### config.mk
export PLATFORM = sky130hd
export DESIGN_NAME = pwm_capture
export DESIGN_NICKNAME = d
export VERILOG_FILES = /design/src/rtl/pwm_capture.sv
export SDC_FILE = /design/constraint.sdc
export NUM_CORES = 1
export LEC_CHECK = 0
export BUFFER_PORTS_ARGS = -buffer_cell sky130_fd_sc_hd__clkbuf_2
export CAP_MARGIN = 0
export CORE_MARGIN = 8
export CORE_UTILIZATION = 30
export CTS_CLUSTER_DIAMETER = 50
export CTS_CLUSTER_SIZE = 16
export DETAILED_ROUTE_END_ITERATION = 12
export GPL_ROUTABILITY_DRIVEN = 0
export PLACE_DENSITY = 0.56
export SLEW_MARGIN = 20
export SYNTH_ARGS = -nofsm -noshare
export SYNTH_HDL_FRONTEND = slang
export SYNTH_SLANG_ARGS = --single-unit
### constraint.sdc
create_clock -name clk -period 2 [get_ports clk]
set_input_delay 0.1 -clock clk [delete_from_list [all_inputs] [get_ports clk]]
set_output_delay 0.1 -clock clk [all_outputs]
set_load 0.01 [all_outputs]
### src/rtl/pwm_capture.sv
// PWM capture: synchronizes a PWM bitstream, counts high cycles over fixed
// windows of 2^PERIOD_LOG2 clocks and offers one PCM sample per window.
module pwm_capture #(
    parameter int unsigned PERIOD_LOG2 = 8,
    parameter int unsigned SYNC_STAGES = 2
) (
    input  logic                   clk,
    input  logic                   reset,
    input  logic                   pwm_in,
    input  logic                   en,
    output logic [PERIOD_LOG2-1:0] pcm_out,
    output logic                   pcm_out_vld,
    input  logic                   pcm_out_rdy,
    output logic                   overrun,
    input  logic                   overrun_clr
);

    localparam int unsigned W = PERIOD_LOG2;
    localparam logic [W-1:0] WIN_LAST = '1;
    localparam logic [W-1:0] PCM_MAX  = '1;

    logic [SYNC_STAGES-1:0] sync_q;
    logic                   s;
    logic [W-1:0]           win_cnt;
    logic [W:0]             hi_cnt;
    logic [W:0]             hi_sum;
    logic [W-1:0]           result;
    logic                   win_end;
    logic                   slot_free;
    logic                   load;
    logic                   drop;

    // Input synchronizer; only the last stage is used downstream.
    always_ff @(posedge clk) begin
        if (reset) begin
            sync_q <= '0;
        end else begin
            sync_q <= {sync_q[SYNC_STAGES-2:0], pwm_in};
        end
    end

    assign s = sync_q[SYNC_STAGES-1];

    // Window bookkeeping and saturated result of the closing window.
    always_comb begin
        win_end   = en & (win_cnt == WIN_LAST);
        hi_sum    = hi_cnt + (W+1)'(s);
        result    = hi_sum[W] ? PCM_MAX : hi_sum[W-1:0];
        slot_free = ~pcm_out_vld | pcm_out_rdy;
        load      = win_end & slot_free;
        drop      = win_end & ~slot_free;
    end

    // Counters restart whenever capture is disabled, discarding the partial window.
    always_ff @(posedge clk) begin
        if (reset || !en) begin
            win_cnt <= '0;
            hi_cnt  <= '0;
        end else if (win_end) begin
            win_cnt <= '0;
            hi_cnt  <= '0;
        end else begin
            win_cnt <= win_cnt + W'(1);
            hi_cnt  <= hi_sum;
        end
    end

    // Single-entry output slot; a load on the draining edge keeps vld high.
    always_ff @(posedge clk) begin
        if (reset) begin
            pcm_out     <= '0;
            pcm_out_vld <= 1'b0;
        end else if (load) begin
            pcm_out     <= result;
            pcm_out_vld <= 1'b1;
        end else if (pcm_out_vld && pcm_out_rdy) begin
            pcm_out_vld <= 1'b0;
        end
    end

    // Sticky overrun; a drop on the clearing cycle takes priority.
    always_ff @(posedge clk) begin
        if (reset) begin
            overrun <= 1'b0;
        end else if (drop) begin
            overrun <= 1'b1;
        end else if (overrun_clr) begin
            overrun <= 1'b0;
        end
    end

endmodule

# ---- Word level (Yosys, flattened, before mapping)
# Cells that the tools add are included.
dict set report totals {
  out_inout_bits 10
  elab_cells 26
  register_bits 29
}
dict set report op_classes {
  reduce_logical 6
  n_bitwise 6
  eq_ne 1
  n_mux 5
  n_addsub 2
}
# op count
set ops {}
lappend ops {{9-bit by 1-bit adder with 9-bit output} 1}
lappend ops {{8-bit by 1-bit adder with 8-bit output (second input constant)} 1}
lappend ops {{8-bit == test (second input constant)} 1}
lappend ops {{8-bit 2-to-1 mux} 1}
lappend ops {{1-bit 2-to-1 mux} 4}
lappend ops {{2-bit nonzero test} 2}
lappend ops {{1-bit AND} 3}
lappend ops {{1-bit NOT} 2}
lappend ops {{2-bit OR reduction} 1}
lappend ops {{1-bit logical AND} 1}
lappend ops {{1-bit zero test} 1}
lappend ops {{1-bit logical OR} 1}
lappend ops {{1-bit bitwise OR} 1}

# ---- Depth between registers and ports, before layout
# Gate-level depths: netlist of the first run.
dict set report logic_depth {
  word_depth 5
  depth_mapped 7
  ltp_nobuf 6
}

# ---- Worst setup path after synthesis of the first run
# Ideal clock, no wire load.
dict set report synth_path {
  path_type {register to register}
  startpoint {register win_cnt[0]}
  endpoint {register pcm_out[0]}
  t_required_ns 1.866
  stages_incl_launch_ff 6
  path_slack_ns 0.385
  arrival_ns 1.481
  setup_time_ns 0.134
  synth_period_minus_slack_ns 1.615
  path_buffers 0
  path_cell_list {dfxtp_1 ha_1 nand4_2 nor3_4 nor3b_4 a211oi_1}
}
dict set report synth_between {
  elab_chain_cells 3
}
# element line_no
set synth_lines {}
lappend synth_lines {{start, declared} 24} ;# logic [W-1:0] win_cnt;
lappend synth_lines {{start signal, assigned} 63} ;# win_cnt <= win_cnt + W'(1);
lappend synth_lines {{8-bit == test} 46} ;# win_end = en & (win_cnt == WIN_LAST);
lappend synth_lines {{1-bit AND} 46}
lappend synth_lines {{1-bit AND} 50} ;# load = win_end & slot_free;
lappend synth_lines {{end signal, assigned} 74} ;# pcm_out <= result;
lappend synth_lines {{end, declared} 11} ;# output logic [PERIOD_LOG2-1:0] pcm_out,
# Every way passes these cells.
# A chain may end at the register's enable or synchronous reset.

# ---- Worst setup path in the final report of the first run
dict set report layout_path {
  startpoint {register sync_q[1]}
  endpoint {register pcm_out[2]}
}
dict set report layout_between {
  elab_chain_cells 2
}
# element line_no
set layout_lines {}
lappend layout_lines {{start, declared} 22} ;# logic [SYNC_STAGES-1:0] sync_q;
lappend layout_lines {{start signal, assigned} 38} ;# sync_q <= {sync_q[SYNC_STAGES-2:0], pwm_in};
lappend layout_lines {{9-bit by 1-bit adder with 9-bit output} 47} ;# hi_sum = hi_cnt + (W+1)'(s);
lappend layout_lines {{8-bit 2-to-1 mux} 48} ;# result = hi_sum[W] ? PCM_MAX : hi_sum[W-1:0];
# Every way passes these cells.

==> results of run 1 <==
[layout make-up]
class,count,area [um2]
Clock buffer,8,80.1
Fill cell,383,2280
Inverter,4,15.0
Multi-Input combinational cell,80,504
Sequential cell,29,581
Tap cell,48,60.1
Timing Repair Buffer,16,82.6
[metrics by stage]
| step | std cells | total power, W | worst slack [ns] | hold WS, ns |
|---|---|---|---|---|
| finish | 185 | 0.00105 | 0.314 | 0.0345 |
| global route | 185 | 0.00110 | 0.143 | 0.0319 |
| CTS | 185 | 0.00107 | 0.283 | 0.0319 |
| detailed placement | 177 | 0.000619 | 0.268 | 0.324 |
| global placement | 177 | 0.000619 | 0.342 | 0.322 |
| floorplan | 116 | 0.000611 | 0.385 | 0.172 |
[flip-flops by register name, indices dropped and copies added, names as in the netlist]
name / cells
win_cnt: 8
sync_q: 2
pcm_out_vld: 1
hi_cnt: 9
overrun: 1
pcm_out: 8
[synthesized netlist by cell type, types with 3 or more instances]
cell type	instances	area (um2)
nand3_1	4	20.0
xor2_1	5	43.8
a211oi_1	7	52.6
inv_1	4	15.0
nand4_1	3	18.8
ha_1	3	37.5
nor2_1	31	116
dfxtp_1	29	581
and3_1	3	18.8
xnor2_1	7	61.3
nor2b_1	5	31.3
[worst register-to-register path: cells and delay by family (launching register included)]
family          cells  cell delay, ns
simple gates        3            0.67
fa+ha+maj           2            0.35
flops               1            0.32
compound gates      1            0.27
[cell usage in the layout (no fill, tap or decap), types with 2 or more instances in the layout]
master	n
and3_1	3
a211oi_1	7
nand4_1	3
xor2_1	5
clkbuf_1	3
nor2_1	31
nor2b_1	5
ha_1	3
clkbuf_8	5
dfxtp_1	29
inv_1	4
nand2_1	2
nand3_1	4
xnor2_1	7
clkbuf_2	15
[worst paths after layout]
check / start / to / slack (ns)
worst max-delay path: sync_q[1] / pcm_out[2] / 0.31
worst min register to register: sync_q[0] / sync_q[1] / 0.43
worst max register to register: sync_q[1] / pcm_out[2] / 0.31
worst min-delay path: pwm_in / sync_q[0] / 0.03
[per-layer routing]
metal / vias to the layer above / global-route usage / routed length [um]
li1: 429 / - / -
met1: 384 / 0.0821 / 955
met2: 20 / 0.126 / 956
met3: 6 / 0.0466 / 135
met4: 0 / 0.0404 / 48
met5: - / 0 / 0
[power by group]
group | leakage, nW | total [W] | switching (W) | internal (W)
clock network | 0.0395 | 0.000446 | 0.000200 | 0.000246
logic | 0.227 | 0.0000219 | 0.0000139 | 0.00000803
registers | 0.234 | 0.000585 | 0.00000226 | 0.000582
total | 0.500 | 0.00105 | 0.000216 | 0.000837
[logic make-up (layout without fill, tap and decap cells)]
family,Yosys count,after routing,synth area share
buf+inv,7,28,0.0247
simple gates,55,55,0.259
xor+xnor,12,12,0.0945
compound gates,10,10,0.0664
flops,29,29,0.522
fa+ha+maj,3,3,0.0337
==> impl_metrics.ini, run 1 <==
[route]
drt-vias-per-instance = 4.54
wire_per_inst_um = 11.3
dr.pass1.iters = 4
drt_iter0_drc = 52
drt-total-wl_um = 2100
num_vias = 839
drc = 0
ant_nets = 0

[global_route]
antenna_found_initial = 0
grt_max_degree = 16
overflow = 0
grt.total_usage = 0.0797
grt_pass1_vias = 849
grt_pass1_wl_um = 3690

[timing]
fin_crit_ns = 1.69
fin_crit_sh = 0.843
worst_slew_pin_slew_ns = 0.405
drv_slew = 0
setup_viol = 0
max_freq_mhz = 593
tns_ns = 0
rsz0062_at_grt = false
hold_viol = 0
finalClockSkew_ns = 0.00506
slew_headroom = 0.728

[floorplanning]
rows = 22
fp.dieArea_um2 = 5910
coreArea_um2 = 3610
die_w_um = 76.9
ios = 16
die_h_um = 76.9
start_util = 0.308

[layout]
stdcell_area_um2 = 1320
area.growth.synth_to_final_pct = 18.9
fin_util = 0.367
layout.nets = 145
layout-drive-gt1-share = 0.190
antennaDiodeCount = 0

[worst_setup_path]
critPathMaxStageDelay_ns = 0.40
critPathTopFamily = simple AND/OR/NAND/NOR gates
worstPathArrival_ns = 1.87
path_cells = ha_1 -> ha_1 -> nand3_1 -> nor3_1 -> nor2_1 -> a311oi_1
path_class = flop to flop
path_depth = 6
reg2reg_depth = 6
slowest_stage = nor3_1
worstSetupEndpointType = flop
crit_top_cell = ha_1
cp_max_fo = 4
cp.required_ns = 2.19
path_buf_inv = 0
startpoint_type = flop

[power_and_ir_drop]
p_leak_nw = 0.500
irDropWorstVdd_v = 0.000366
powerDensity_nw_per_um2 = 796

[clock_tree]
post_cts_buffers = 0
root_buffer = clkbuf_8
htreeDepth = 2
cts_resized = 0
clk_pin_slew_worst_paths_ns = 0.06
cts_made_buffers = 5
clockBufferDepth = 2
clkLatencyLatePin_ns = 0.28
cts_tree = done
clock-sinks = 29
ctsHoldBuffers = 0

[yosys]
synth-edff-count = 0
yosysUniqueCellTypes = 24
synth-seq-cells = 29
syn_avg_cell_area_um2 = 9.59
yosys_warnings = 0
netlist_area_um2 = 1110
yosysSeqAreaShare = 0.522
async_flop_share = 0
syn-num-nets = 125
synthFlopType = dfxtp_1
netlist_instances = 116

[worst_hold_path]
min_path_cells = 2
holdCritPathClass = primary input to flop

[placement]
dp_hpwl_um = 1570
port_buffers = 15
place_area_um2 = 1240

[flow_run]
cap_violations = 0

[status]
status = completed
Power figures use the tool's default switching activity.
==> inputs of run 2 (changes only) <==
Settings changed: PLACE_DENSITY 0.56 to 0.58.
Clock period 2 ns to 1.37 ns, I/O delays scaled along.
==> run 2 against run 1 <==
  * The run now ends with setup timing left
  * Final area increased by 25%
  * Register-to-register slack got worse by 0.48 ns
  * Via count increased by 11%
  * Clock power increased by 58%
  * Sequential power increased by 46%
  * Final cell count increased by 11%
  * Critical path type unchanged
  * Critical endpoint is now pcm_out[0]
  * Largest power group unchanged
==> impl_metrics.ini, run 2 (same netlist as run 1, synthesis figures left out) <==
[status]
status = finished with violations
violations = setup timing

[layout]
seqCellArea_um2 = 586
area.growth.synth_to_final_pct = 48.1
layout.nets = 167
top_register = hi_cnt
final_cell_mix = 30 x nor2_1, 25 x dfxtp_1, 20 x buf_4, 15 x clkbuf_2
reg_top3 = hi_cnt x9, pcm_out x8, win_cnt x8
layout-drive-gt1-share = 0.424
multiInputGateArea_um2 = 624
antennaDiodeCount = 0
fill_cells = 349
final_common_cell = nor2_1
fin_cells = 206
largest_reg_flops = 9

[worst_setup_path]
cp.required_ns = 1.56
startpoint = sync_q[1]
path_class = flop to flop
reg2reg_slack_ns = -0.16
timing.rr.end = pcm_out[0]
reg2reg_depth = 8
startpoint_type = flop
worstSetupEndpointType = flop
reg2reg_from = sync_q[1]
cp_max_fo = 7
worstPathArrival_ns = 1.73

[timing]
slew_headroom = 0.771
max_freq_mhz = 652
hold_ws_ns = 0.00872
setup_ws_ns = -0.164
setup_viol = 8
fin_crit_ns = 1.53
tns_ns = -1.10
rsz0062_at_grt = true
drv_slew = 0
worst_slew_pin_slew_ns = 0.343
hold_viol = 0
fin_crit_sh = 1.12
finalClockSkew_ns = 0.00651

[route]
dr.pass1.iters = 3
drt_iter0_drc = 32
drt-vias-per-instance = 4.51
wire_per_inst_um = 12.9
drc = 0
drt-total-wl_um = 2660
ant_nets = 0
num_vias = 930

[clock_tree]
root_buffer = clkbuf_8
cts_made_buffers = 5
clockBufferDepth = 2
cts_tree = done
clkLatencyLatePin_ns = 0.27
clk_pin_slew_worst_paths_ns = 0.06
clock-sinks = 29
ctsHoldBuffers = 0
htreeDepth = 2

[flow_run]
cap_violations = 0

[placement]
dp_hpwl_um = 1950
port_buffers = 15
place_inst = 197
dp_slack_ns = -0.163

[floorplanning]
fp.dieArea_um2 = 5910
start_util = 0.308
die_h_um = 76.9
ios = 16
die_w_um = 76.9
rows = 22
coreArea_um2 = 3610

[power_and_ir_drop]
power_w = 0.00161
powerDensity_nw_per_um2 = 979
p_leak_nw = 0.638
irDropWorstVdd_v = 0.000785

[global_route]
grt_max_degree = 13
grt_pass1_wl_um = 4420
overflow = 0
grt.total_usage = 0.0910
grt_pass1_vias = 1041
antenna_found_initial = 0

[worst_hold_path]
worstHoldEndpoint = sync_q[0]
min_path_cells = 2
holdCritPathClass = primary input to flop
min-delay-start = pwm_in
run 2: changes by cell type in the layout (fill, tap and decap cells not counted), sizes merged:
cell and delta:
buf +22, clkbuf -1
run 2: per-stage QoR:
stage | utilization | instance area, um2
after floorplan | - | 1160
after global placement | 0.401 | 1450
after detailed placement | 0.401 | 1450
after CTS | 0.437 | 1570
after global routing | 0.457 | 1650
final | 0.457 | 1650
run 2: worst max path at each step:
stage	end	cells past startpoint
floorplan	pcm_out[0]	5
finish	pcm_out[0]	8
detailed placement	pcm_out[4]	6
CTS	pcm_out[0]	6
global placement	pcm_out[0]	7
global route	pcm_out[0]	8
run 2: critical path, stage by stage, from the launching register on:
cell	delay, ns
dfxtp_2	0.34
ha_4	0.14
ha_4	0.14
nand3_4	0.08
buf_6	0.13
nor3_4	0.22
nor3b_4	0.08
buf_12	0.14
a211oi_2	0.19
run 2: final cells by class:
| type | count | area share |
|---|---|---|
| Multi-Input combinational cell | 80 | 0.379 |
| Sequential cell | 29 | 0.355 |
| Timing Repair Buffer | 38 | 0.168 |
| Clock buffer | 7 | 0.0524 |
| Tap cell | 48 | 0.0364 |
| Inverter | 4 | 0.00911 |
run 2: where the power goes:
group	internal, W	total, W	leakage, nW	switching (W)
combinational	0.0000286	0.0000556	0.357	0.0000269
sequential	0.000851	0.000855	0.236	0.00000459
clock	0.000398	0.000703	0.0443	0.000305
run 2: per-layer routing:
layer  vias to the layer above  wire (um)  track usage
met4                         0         18       0.0231
met2                        14       1380        0.178
met3                         3        125       0.0385
li1                        468          -            -
met1                       445       1140       0.0833
met5                         -          0            0
run 2: repair_timing:
item | 4_1_cts | 5_1_grt
pin swaps | 4 | 5
setup endpoints to repair | 9 | 10
cloned | 0 | 0
resized for setup | 7 | 11
setup buffers | 1 | 2
